$ cat src/rtl/ascon_arbiter_pkg.sv
// Shared types and constants for the ascon job arbiter.
package ascon_arbiter_pkg;

    typedef logic [127:0] u128_t;

    typedef enum logic [2:0] {
        IDLE,
        GRANT,
        START,
        BUSY,
        DONE
    } arb_state_e;

    localparam int NREQ_MAX = 8;

    // Width of a requester index; a single requester still needs one bit.
    function automatic int idx_w(input int n);
        return (n > 1) ? $clog2(n) : 1;
    endfunction

endpackage

$ cat src/rtl/ascon_arbiter_counter.sv
// Saturating up-counter with synchronous load; load has priority over count.
module counter #(
    parameter int W = 12
) (
    input  logic         clk,
    input  logic         rst_n,
    input  logic         load_i,
    input  logic [W-1:0] load_val_i,
    input  logic         en_i,
    output logic [W-1:0] cnt_o
);

    logic [W-1:0] r_cnt;

    // Load, else count up and stick at all-ones.
    always_ff @(posedge clk or negedge rst_n) begin
        if (!rst_n) begin
            r_cnt <= '0;
        end else if (load_i) begin
            r_cnt <= load_val_i;
        end else if (en_i && (r_cnt != '1)) begin
            r_cnt <= r_cnt + 1'b1;
        end
    end

    assign cnt_o = r_cnt;

endmodule

$ cat src/rtl/ascon_arbiter_rr.sv
// Combinational round-robin pick: first request at index >= ptr_i, wrapping.
module rr_arbiter
    import ascon_arbiter_pkg::*;
#(
    parameter  int NREQ = 2,
    localparam int IW   = idx_w(NREQ)
) (
    input  logic [NREQ-1:0] req_i,
    input  logic [IW-1:0]   ptr_i,
    output logic [NREQ-1:0] gnt_o,
    output logic [IW-1:0]   idx_o
);

    logic [NREQ-1:0] w_hi;
    logic [NREQ-1:0] w_pick;

    // Prefer requests at or above the pointer; fall back to the full vector
    // for the wrap-around case, then take the lowest set bit.
    always_comb begin
        w_hi = '0;
        for (int i = 0; i < NREQ; i++) begin
            w_hi[i] = req_i[i] && (IW'(i) >= ptr_i);
        end
        w_pick = (|w_hi) ? w_hi : req_i;
        gnt_o  = '0;
        idx_o  = '0;
        for (int i = NREQ - 1; i >= 0; i--) begin
            if (w_pick[i]) begin
                gnt_o    = '0;
                gnt_o[i] = 1'b1;
                idx_o    = IW'(i);
            end
        end
    end

endmodule

$ cat src/rtl/ascon_arbiter.sv
// Shares one ascon core between NREQ requesters: round-robin grant, config
// capture, start handshake, tag return and watchdog timeout.
module ascon_arbiter
    import ascon_arbiter_pkg::*;
#(
    parameter int NREQ        = 2,
    parameter int DATA_AW     = 7,
    parameter int DELAY_WIDTH = 16,
    parameter int WDOG_WIDTH  = 12
) (
    input  logic                             clk,
    input  logic                             rst_n,
    input  logic [NREQ-1:0]                  req_i,
    input  logic [NREQ-1:0][127:0]           key_i,
    input  logic [NREQ-1:0][127:0]           nonce_i,
    input  logic [NREQ-1:0][DATA_AW-1:0]     ad_size_i,
    input  logic [NREQ-1:0][DATA_AW-1:0]     pt_size_i,
    input  logic [NREQ-1:0][DELAY_WIDTH-1:0] delay_i,
    output logic [NREQ-1:0]                  gnt_o,
    output logic [NREQ-1:0]                  done_o,
    output logic [NREQ-1:0]                  err_o,
    output logic [127:0]                     tag_o,
    output logic [127:0]                     core_key_o,
    output logic [127:0]                     core_nonce_o,
    output logic [DATA_AW-1:0]               core_ad_size_o,
    output logic [DATA_AW-1:0]               core_pt_size_o,
    output logic [DELAY_WIDTH-1:0]           core_delay_o,
    output logic                             core_start_o,
    input  logic                             core_ready_i,
    input  logic                             core_tag_valid_i,
    input  logic [127:0]                     core_tag_i
);

    localparam int IW = idx_w(NREQ);

    arb_state_e              r_state;
    logic [IW-1:0]           r_rr;
    logic [IW-1:0]           r_win;
    logic [NREQ-1:0]         r_gnt;
    logic [NREQ-1:0]         r_done;
    logic [NREQ-1:0]         r_err;
    u128_t                   r_tag;
    u128_t                   r_key;
    u128_t                   r_nonce;
    logic [DATA_AW-1:0]      r_ad_size;
    logic [DATA_AW-1:0]      r_pt_size;
    logic [DELAY_WIDTH-1:0]  r_delay;
    logic                    r_start;

    logic [NREQ-1:0]         w_arb_gnt;
    logic [IW-1:0]           w_arb_idx;
    logic [WDOG_WIDTH-1:0]   w_wdog;
    logic                    w_wdog_clr;
    logic                    w_wdog_en;
    logic                    w_wdog_max;

    rr_arbiter #(
        .NREQ (NREQ)
    ) u_rr (
        .req_i (req_i),
        .ptr_i (r_rr),
        .gnt_o (w_arb_gnt),
        .idx_o (w_arb_idx)
    );

    // Watchdog counts while the core owns the job, cleared around each job.
    assign w_wdog_clr = (r_state == GRANT) || (r_state == DONE);
    assign w_wdog_en  = (r_state == START) || (r_state == BUSY);
    assign w_wdog_max = (w_wdog == '1);

    counter #(
        .W (WDOG_WIDTH)
    ) u_wdog (
        .clk        (clk),
        .rst_n      (rst_n),
        .load_i     (w_wdog_clr),
        .load_val_i ('0),
        .en_i       (w_wdog_en),
        .cnt_o      (w_wdog)
    );

    // Job sequencer; every output is a register so done/err land exactly in DONE.
    always_ff @(posedge clk or negedge rst_n) begin
        if (!rst_n) begin
            r_state   <= IDLE;
            r_rr      <= '0;
            r_win     <= '0;
            r_gnt     <= '0;
            r_done    <= '0;
            r_err     <= '0;
            r_tag     <= '0;
            r_key     <= '0;
            r_nonce   <= '0;
            r_ad_size <= '0;
            r_pt_size <= '0;
            r_delay   <= '0;
            r_start   <= 1'b0;
        end else begin
            r_done <= '0;
            r_err  <= '0;
            case (r_state)
                IDLE: begin
                    // Config is latched with the grant so requesters may move on
                    // as soon as they see gnt_o.
                    if (core_ready_i && (|req_i)) begin
                        r_win     <= w_arb_idx;
                        r_gnt     <= w_arb_gnt;
                        r_key     <= key_i[w_arb_idx];
                        r_nonce   <= nonce_i[w_arb_idx];
                        r_ad_size <= ad_size_i[w_arb_idx];
                        r_pt_size <= pt_size_i[w_arb_idx];
                        r_delay   <= delay_i[w_arb_idx];
                        r_state   <= GRANT;
                    end
                end
                GRANT: begin
                    r_start <= 1'b1;
                    r_state <= START;
                end
                START: begin
                    if (!core_ready_i) begin
                        r_start <= 1'b0;
                        r_state <= BUSY;
                    end
                end
                BUSY: begin
                    // A tag arriving on the timeout cycle still counts as success.
                    if (core_tag_valid_i) begin
                        r_tag   <= core_tag_i;
                        r_done  <= r_gnt;
                        r_state <= DONE;
                    end else if (w_wdog_max) begin
                        r_done  <= r_gnt;
                        r_err   <= r_gnt;
                        r_state <= DONE;
                    end
                end
                DONE: begin
                    r_gnt   <= '0;
                    r_rr    <= (r_win == IW'(NREQ - 1)) ? '0 : r_win + 1'b1;
                    r_state <= IDLE;
                end
                default: r_state <= IDLE;
            endcase
        end
    end

    assign gnt_o          = r_gnt;
    assign done_o         = r_done;
    assign err_o          = r_err;
    assign tag_o          = r_tag;
    assign core_key_o     = r_key;
    assign core_nonce_o   = r_nonce;
    assign core_ad_size_o = r_ad_size;
    assign core_pt_size_o = r_pt_size;
    assign core_delay_o   = r_delay;
    assign core_start_o   = r_start;

endmodule
$ cat config.mk
export PLATFORM = sky130hd
export DESIGN_NAME = ascon_arbiter
export DESIGN_NICKNAME = d
export VERILOG_FILES = /design/src/rtl/ascon_arbiter_pkg.sv /design/src/rtl/ascon_arbiter_counter.sv /design/src/rtl/ascon_arbiter_rr.sv /design/src/rtl/ascon_arbiter.sv
export SDC_FILE = /design/constraint.sdc
export NUM_CORES = 1
export LEC_CHECK = 0
export CAP_MARGIN = 20
export CORE_AREA = 2 2 434 436
export CTS_CLUSTER_DIAMETER = 50
export CTS_CLUSTER_SIZE = 28
export DETAILED_ROUTE_END_ITERATION = 6
export DIE_AREA = 0 0 436 438
export SYNTH_ARGS = -nofsm -noshare
export SYNTH_HDL_FRONTEND = slang
export SYNTH_SLANG_ARGS = --single-unit
$ cat constraint.sdc
create_clock -name clk -period 3 [get_ports clk]
set_clock_uncertainty 0.15 [all_clocks]
set_input_delay 0.6 -clock clk [delete_from_list [all_inputs] [get_ports clk]]
set_output_delay 0.6 -clock clk [all_outputs]
set_load 0.02 [all_outputs]
==> Yosys cells after proc, flatten, opt, wreduce, memory -nomap -nowiden <==
Cells that the tools add are included.
{ "word_totals": {"reg_bits": 438, "wordCells": 77} }
{ "classes": {"add_sub_neg": 2, "n_lt_le_gt_ge": 3, "eq_ne": 9, "muxes": 32, "n_reduce_logical": 17} }
{ "op_table": {"columns": ["operator", "count"], "rows": [
  ["$mux 128", 4],
  ["$mux 16", 2],
  ["$mux 7", 4],
  ["$mux 12", 2],
  ["$mux 2", 9],
  ["$add 12x1->12 const B", 1],
  ["$eq 12x12->1 const B", 1],
  ["$mux 3", 4],
  ["$ne 12x12->1 const B", 1],
  ["$pmux 3 s4", 1],
  ["$reduce_and 2->1", 4],
  ["$eq 3x2->1 const B", 2],
  ["$reduce_bool 2->1", 3],
  ["$logic_and 1x1->1", 4],
  ["$mux 1", 4],
  ["$ne 2x2->1 const B", 2],
  ["$pmux 2 s2", 1],
  ["$reduce_or 2->1", 2],
  ["$eq 3x1->1 const B", 1],
  ["$eq 3x3->1 const B", 1],
  ["$logic_not 3->1", 1],
  ["$ne 3x3->1 const B", 1],
  ["$reduce_and 3->1", 1],
  ["$ge 1x1->1 const A", 2],
  ["other kinds (4)", 5]
]} }

==> Logic depth before layout (Yosys ltp) <==
Gate-level depths: netlist (run 1).
{ "logic_depth": {"ltp_word": 8, "depth_mapped": 8} }

==> By module <==
From an unflattened synthesis (run 1), not the netlist that was laid out.
{ "hier_totals": {"hier_cells": 1333, "hier_area_um2": 20144.3} }
{ "by_module_without_submodules": {"columns": ["mod", "n_inst", "cells_per_inst", "area_per_inst_um2"], "rows": [
  ["ascon_arbiter", 1, 1246, 19317.3],
  ["counter", 1, 83, 800.8],
  ["rr_arbiter", 1, 4, 26.3]
]} }

==> Worst setup path before layout (run 1) <==
OpenSTA, ideal clock, no wires.
{ "synth_timing": {"kind": "input-to-reg", "start": "input req_i[0]", "end": "register r_key[0], in the netlist core_key_o[0]", "setup_ns": 0.132, "arrival_time_ns": 1.527, "required_time_ns": 2.718, "path_slack_ns": 1.191, "cell_stages": 5, "cell_sequence": "o21ai_1 -> nand3b_2 -> buf_2 -> clkbuf_1 -> o21ai_1"} }
{ "synth_between": {"elab_chain_cells": 7, "elab_cells_between_ends": 10, "classes_between": "mux (5); reduce/logical (5)"} }
{ "synth_lines": {"columns": ["item", "line", "rtl"], "rows": [
  ["from (decl)", "ascon_arbiter.sv:13", "input logic [NREQ-1:0] req_i,"],
  ["$logic_and 1x1->1", "ascon_arbiter_rr.sv:22", "w_hi[i] = req_i[i] && (IW'(i) >= ptr_i);"],
  ["$reduce_or 2->1", "ascon_arbiter_rr.sv:24", "w_pick = (|w_hi) ? w_hi : req_i;"],
  ["$mux 2", "ascon_arbiter_rr.sv:24", null],
  ["$mux 1 (2 in a row)", "ascon_arbiter_rr.sv:28", "if (w_pick[i]) begin"],
  ["$mux 128 (not written as such) (2 in a row)", "ascon_arbiter.sv:108", "r_key <= key_i[w_arb_idx];"],
  ["to (signal assigned)", "ascon_arbiter.sv:108", null],
  ["to (decl)", "ascon_arbiter.sv:43", "u128_t r_key;"]
]} }
Several ways; a longest one is shown, not always the timed one. The select of a mux whose other input is x is not followed.
A chain may end at the register's enable or synchronous reset.

==> Worst setup path after layout (run 1) <==
{ "layout_timing": {"start": "register r_nonce[41], in the netlist core_nonce_o[41]", "end": "output core_nonce_o[41]"} }
{ "layout_lines": {"columns": ["item", "line", "rtl"], "rows": [
  ["from (decl)", "ascon_arbiter.sv:44", "u128_t r_nonce;"],
  ["from (signal assigned)", "ascon_arbiter.sv:109", "r_nonce <= nonce_i[w_arb_idx];"],
  ["to (decl)", "ascon_arbiter.sv:24", "output logic [127:0] core_nonce_o,"]
]} }
No word-level cell between the ends.

==> flow_metrics.env, run 1 <==
export IMPL_status="finished clean"
export IMPL_wire_per_inst_um=24.2
export IMPL_drive_gt1_frac=0.0903
export IMPL_vias=17800
export IMPL_finalHoldViolations=0
export IMPL_cts_tree="built"
export IMPL_synth_area_per_cell_um2=11.7
export IMPL_place_inst=5224
export IMPL_worst_path_buf_inv=1
export IMPL_rows=159
export IMPL_slowest_delay_ns=0.70
export IMPL_async_flop_share=1.00
export IMPL_start_util=0.102
export IMPL_yosys_top_cells_area="dfrtp_1 58%, mux2i_1 15%, mux2_1 7.1%"
export IMPL_cts_root_buf="clkbuf_16"
export IMPL_die_height_um=438
export IMPL_cp_num_cells=1
export IMPL_finalWirelength_um=130000
export IMPL_area_growth_synth_to_final_pct=92.3
export IMPL_cts_buffer_depth=3
export IMPL_finalMaxSlewViolations=0
export IMPL_cts_num_sinks=438
export IMPL_max_vdd_ir_drop_uv=587
export IMPL_min_period_over_period=0.921
export IMPL_worstMarginPinSlew_ns=0.864
export IMPL_synth_edf_count=0
export IMPL_fillerInstances=20500
export IMPL_dr_pass1_iters=4
export IMPL_drc=0
export IMPL_critPathSlowestCell="clkdlybuf4s50_1"
export IMPL_grt_pass1_vias=18100
export IMPL_grt_max_degree=137
export IMPL_setup_viol=0
export IMPL_synth_top_area_frac=0.575
export IMPL_antenna_found_initial=93
export IMPL_critPathKind="flop to output port"
export IMPL_cap_violations=0
export IMPL_ant_nets=0
export IMPL_reg2reg_depth=6
export IMPL_crit_fanout=2
export IMPL_ys_flop_type="dfrtp_1"
export IMPL_post_cts_resized=0
export IMPL_rsz0062_at_grt="false"
export IMPL_reg2reg_slack_ns=0.76
export IMPL_max_freq_mhz=362
export IMPL_power_density_mw_per_mm2=1010
export IMPL_synth_seq_cells=438
export IMPL_start_kind="flop"
export IMPL_insertion_delay_ns=0.69
export IMPL_fin_crit_ns=2.76
export IMPL_instances_no_fill=5384
export IMPL_synth_area_mm2=0.0191
export IMPL_hold_path_class="input pin to asynchronous set/reset pin"
export IMPL_worstPathArrival_ns=2.01
export IMPL_dp_hpwl_um=111000
export IMPL_grt_pass1_wl_um=169000
export IMPL_multiInputGateArea_mm2=0.00744
export IMPL_p_leak_nw=15.8
export IMPL_setup_tns_ns=0
export IMPL_cp_top_family="buffers and inverters"
export IMPL_numCtsBuffers=77
export IMPL_endpoint_kind="output port"
export IMPL_cp_cell_sequence="clkdlybuf4s50_1"
export IMPL_io_buffers=1126
export IMPL_die_area_mm2=0.191
export IMPL_via_per_inst=3.31
export IMPL_cp_required_ns=2.25
export IMPL_htreeDepth=3
export IMPL_endpoint="core_nonce_o[41]"
export IMPL_r2r_end="core_key_o[106]"
export IMPL_seqCellArea_mm2=0.0110
export IMPL_syn_num_nets=2335
export IMPL_synth_most_common_cell="dfrtp_1"
export IMPL_gr_usage_all_layers=0.132
export IMPL_core_area_mm2=0.187
export IMPL_synth_warning_count=0
export IMPL_synth_common_cells="438 x dfrtp_1, 303 x nand2_1, 290 x mux2i_1, 243 x o21ai_1, 120 x mux2_1"
export IMPL_clk_pin_slew_ns=0.06
export IMPL_io_pins=1127
export IMPL_drt_iter0_drc=1099
export IMPL_rr_startpoint="r_rr"
export IMPL_synthDistinctLibCells=46
export IMPL_synth_cells=1628
export IMPL_grt_overflow_total=0
export IMPL_die_x_um=436
export IMPL_startpoint="core_nonce_o[41]"
export IMPL_yosysTopAreaCell="dfrtp_1"
export IMPL_slew_headroom=0.424
export IMPL_gp_congestion=0.952
export IMPL_synth_seq_area_share=0.575
export IMPL_final_nets=3516
## worst reg2reg max path: cells and delay by family, from the launching register on
family	cells	cell delay, ns
AO/OA/AOI/OAI	2	0.33
flip-flops	1	0.44
buffers and inverters	3	0.66
multiplexers	1	0.49
## report_power, final
part | leakage, nW | switching [W] | internal (W)
combinational | 8.94 | 0.00925 | 0.00727
sequential | 5.44 | 0.00207 | 0.00861
clock | 1.38 | 0.00367 | 0.00619
## registers in the layout, summed over array words and instances (netlist names)
| register | cells |
|---|---|
| core_ad_size_o | 7 |
| core_delay_o | 16 |
| core_key_o | 128 |
| core_nonce_o | 128 |
| core_pt_size_o | 7 |
| core_start_o | 1 |
| done_o | 2 |
| err_o | 2 |
| gnt_o | 2 |
| r_rr | 1 |
| r_state | 3 |
| r_win | 1 |
| tag_o | 128 |
| u_wdog.cnt_o | 12 |
## cell type report
class,count,area share
Antenna cell,21,0.00143
Clock buffer,90,0.0555
Clock inverter,48,0.0223
Inverter,3,0.000307
Multi-Input combinational cell,1075,0.203
Sequential cell,438,0.299
Tap cell,2495,0.0852
Timing Repair Buffer,1214,0.333
## stage by stage
step	power [W]	hold slack, ns	utilization	instance area (µm²)	worst slack (ns)
CTS	0.0378	0.251	0.196	36600	0.180
global placement	0.0274	0.307	0.181	33700	-0.435
floorplan	0.0171	0.154	-	19100	1.19
global route	0.0388	0.286	0.196	36600	0.200
finish	0.0370	0.306	0.196	36600	0.237
detailed placement	0.0276	0.310	0.181	33700	-0.375
## placed cells by master (no fill, tap or decap), types with 8 or more instances in the layout
cell type and n:
o21ai_1 242, mux2_1 120, dfrtp_1 438, buf_4 79
clkdlybuf4s50_1 1108, diode_2 21, buf_12 25, o21ai_0 52
clkbuf_16 77, mux2i_1 290, bufinv_16 14, nand2_1 302
mux2_2 8
## metal layers
layer	wire (µm)	track usage	up-vias
li1	-	-	8076
met1	47600	0.143	8617
met2	65000	0.228	799
met3	11800	0.0523	254
met4	5550	0.0555	66
met5	421	0	-
## how the worst min path moves through the flow
stage / start / endpoint / slack, ns / cells past startpoint
detailed placement: r_win / r_rr / 0.31 / 1
finish: rst_n / tag_o[26] / 0.31 / 2
global placement: r_win / r_rr / 0.31 / 1
global route: core_tag_i[96] / tag_o[96] / 0.29 / 2
CTS: core_tag_i[16] / tag_o[16] / 0.25 / 2
floorplan: rst_n / core_ad_size_o[0] / 0.15 / 0
## timing repair
action                    CTS  global route
setup buffers               0             0
hold buffers                1             0
hold endpoints to repair   38             0
## kinds of logic (layout without fill, tap and decap cells)
family,after synthesis,count (layout),synth area share
AO/OA/AOI/OAI,315,315,0.0858
XOR/XNOR,2,2,0.000919
adder cells (fa/ha/maj),1,1,0.000656
buffers and inverters,115,1355,0.0360
flip-flops,438,438,0.575
multiplexers,418,418,0.228
other,0,21,0
AND/OR/NAND/NOR,339,339,0.0737
(Power assumes the default switching activity.)
==> run 2: changes to the inputs <==
ABC_AREA = 1   (was default)
CORE_AREA = 2 2 437 439   (was 2 2 434 436)
DIE_AREA = 0 0 439 441   (was 0 0 436 438)
SKIP_LAST_GASP = 1   (was default)
==> flow_metrics.env, run 2 <==
export IMPL_rsz0062_at_grt="false"
export IMPL_synth_seq_cells=438
export IMPL_dpl_instance_area_mm2=0.0339
export IMPL_ys_flop_type="dfrtp_1"
export IMPL_io_buffers=1126
export IMPL_finalWirelength_um=159000
export IMPL_cts_num_sinks=438
export IMPL_hold_path_class="input pin to flop"
export IMPL_instances_no_fill=6036
export IMPL_cts_root_buf="clkbuf_16"
export IMPL_critPathSlowestCell="clkdlybuf4s50_1"
export IMPL_fillerInstances=20900
export IMPL_synth_area_per_cell_um2=8.46
export IMPL_io_pins=1127
export IMPL_crit_fanout=2
export IMPL_layout_commonest_cell="clkdlybuf4s50_1"
export IMPL_async_flop_share=1.00
export IMPL_final_nets=4131
export IMPL_synth_edf_count=0
export IMPL_via_per_inst=3.74
export IMPL_synth_warning_count=0
export IMPL_cp_cell_sequence="clkdlybuf4s50_1"
export IMPL_stdcell_area_mm2=0.0367
export IMPL_yosysTopAreaCell="dfrtp_1"
export IMPL_post_cts_resized=0
export IMPL_post_cts_buffers=0
export IMPL_htreeDepth=3
export IMPL_start_kind="flop"
export IMPL_worstMarginPinSlew_ns=1.00
export IMPL_dr_pass1_iters=6
export IMPL_drt_iter0_drc=2061
export IMPL_synth_common_cells="604 x nand2_1, 474 x o21ai_1, 438 x dfrtp_1, 304 x nor2_1, 138 x nand3_1"
export IMPL_dp_hpwl_um=134000
export IMPL_fin_crit_ns=2.78
export IMPL_cp_top_family="buffers and inverters"
export IMPL_drc=0
export IMPL_finalHoldViolations=0
export IMPL_clk_pin_slew_ns=0.06
export IMPL_finalMaxSlewViolations=0
export IMPL_area_growth_synth_to_final_pct=90.0
export IMPL_die_x_um=439
export IMPL_max_freq_mhz=360
export IMPL_gr_usage_all_layers=0.157
export IMPL_antenna_found_initial=125
export IMPL_cap_violations=0
export IMPL_synth_seq_area_share=0.567
export IMPL_die_area_mm2=0.194
export IMPL_grt_max_degree=96
export IMPL_utilization=0.194
export IMPL_synthDistinctLibCells=29
export IMPL_min_period_over_period=0.926
export IMPL_critPathKind="flop to output port"
export IMPL_grt_pass1_wl_um=203000
export IMPL_cts_buffer_depth=3
export IMPL_worst_path_buf_inv=1
export IMPL_p_leak_nw=15.2
export IMPL_endpoint_kind="output port"
export IMPL_place_inst=5857
export IMPL_holdBufCountCts=1
export IMPL_final_cell_mix="1113 x clkdlybuf4s50_1, 603 x nand2_1, 474 x o21ai_1"
export IMPL_ant_nets=0
export IMPL_core_area_mm2=0.189
export IMPL_slew_headroom=0.331
export IMPL_slowest_delay_ns=0.97
export IMPL_syn_num_nets=2993
export IMPL_drive_gt1_frac=0.0761
export IMPL_wire_per_inst_um=26.4
export IMPL_synth_area_mm2=0.0193
export IMPL_synth_most_common_cell="nand2_1"
export IMPL_grt_overflow_total=0
export IMPL_cp_required_ns=2.25
export IMPL_gp_congestion=1.00
export IMPL_synth_top_area_frac=0.567
export IMPL_cts_tree="built"
export IMPL_vias=22600
export IMPL_grt_pass1_vias=21700
export IMPL_numCtsBuffers=75
export IMPL_worstPathArrival_ns=2.03
export IMPL_yosys_top_cells_area="dfrtp_1 57%, o21ai_1 12%, nand2_1 12%"
export IMPL_die_height_um=441
export IMPL_max_vdd_ir_drop_uv=467
export IMPL_synth_cells=2286
export IMPL_power_density_mw_per_mm2=1030
export IMPL_setup_viol=0
export IMPL_start_util=0.102
export IMPL_insertion_delay_ns=0.68
export IMPL_status="finished clean"
export IMPL_rows=160
run 2: final timing paths:
kind,from,to,slack (ns),cells after the start
max,core_nonce_o[82],core_nonce_o[82],0.22,1
min,core_tag_valid_i,tag_o[100],0.26,3
max reg2reg,r_rr,core_key_o[87],0.73,6
min reg2reg,tag_o[66],tag_o[66],0.32,2
max in group asynchronous,rst_n,core_key_o[83],1.52,3
min in group asynchronous,rst_n,core_key_o[94],0.40,2
run 2: per-layer routing:
metal	track usage	routed length (µm)	up-vias
li1	-	-	9884
met1	0.182	60400	11100
met2	0.245	73700	1220
met3	0.0740	18400	346
met4	0.0634	5920	74
met5	0.0156	882	-
run 2: cell families (layout without fill, tap and decap cells):
| family | Yosys count | in the layout | share of synthesized area |
|---|---|---|---|
| buf+inv | 196 | 1394 | 0.0609 |
| other cells | 0 | 41 | 0 |
| fa+ha+maj | 1 | 1 | 0.000647 |
| compound gates | 581 | 581 | 0.151 |
| xor+xnor | 1 | 1 | 0.000453 |
| flops | 438 | 438 | 0.567 |
| simple gates | 1069 | 1069 | 0.220 |
run 2: per-stage QoR:
stage	total power, W	worst slack [ns]	hold slack, ns	TNS, ns
detailed placement	0.0287	-0.148	0.308	-18.27
finish	0.0379	0.221	0.263	0
floorplan	0.0176	1.27	0.154	0
CTS	0.0384	0.141	0.165	0
global placement	0.0285	-0.0921	0.304	-9.48
global route	0.0397	0.156	0.218	0
run 2: where the power goes:
group	switching, W	internal [W]
combinational	0.0110	0.00709
sequential	0.00185	0.00859
clock	0.00361	0.00578
total	0.0165	0.0215
run 2: area by class of cell:
type	instances	area, µm²	area share
Antenna cell	41	103	0.00279
Clock buffer	88	2060	0.0561
Clock inverter	49	647	0.0176
Inverter	26	119	0.00324
Multi-Input combinational cell	1652	7200	0.196
Sequential cell	438	11000	0.298
Tap cell	2511	3140	0.0856
Timing Repair Buffer	1231	12500	0.340
==> run 3: changes to the inputs <==
ABC_CLOCK_PERIOD_IN_PS = 3000   (was default)
==> results of run 3 <==
Final layout, timing and power as in run 2 (identical DEF).
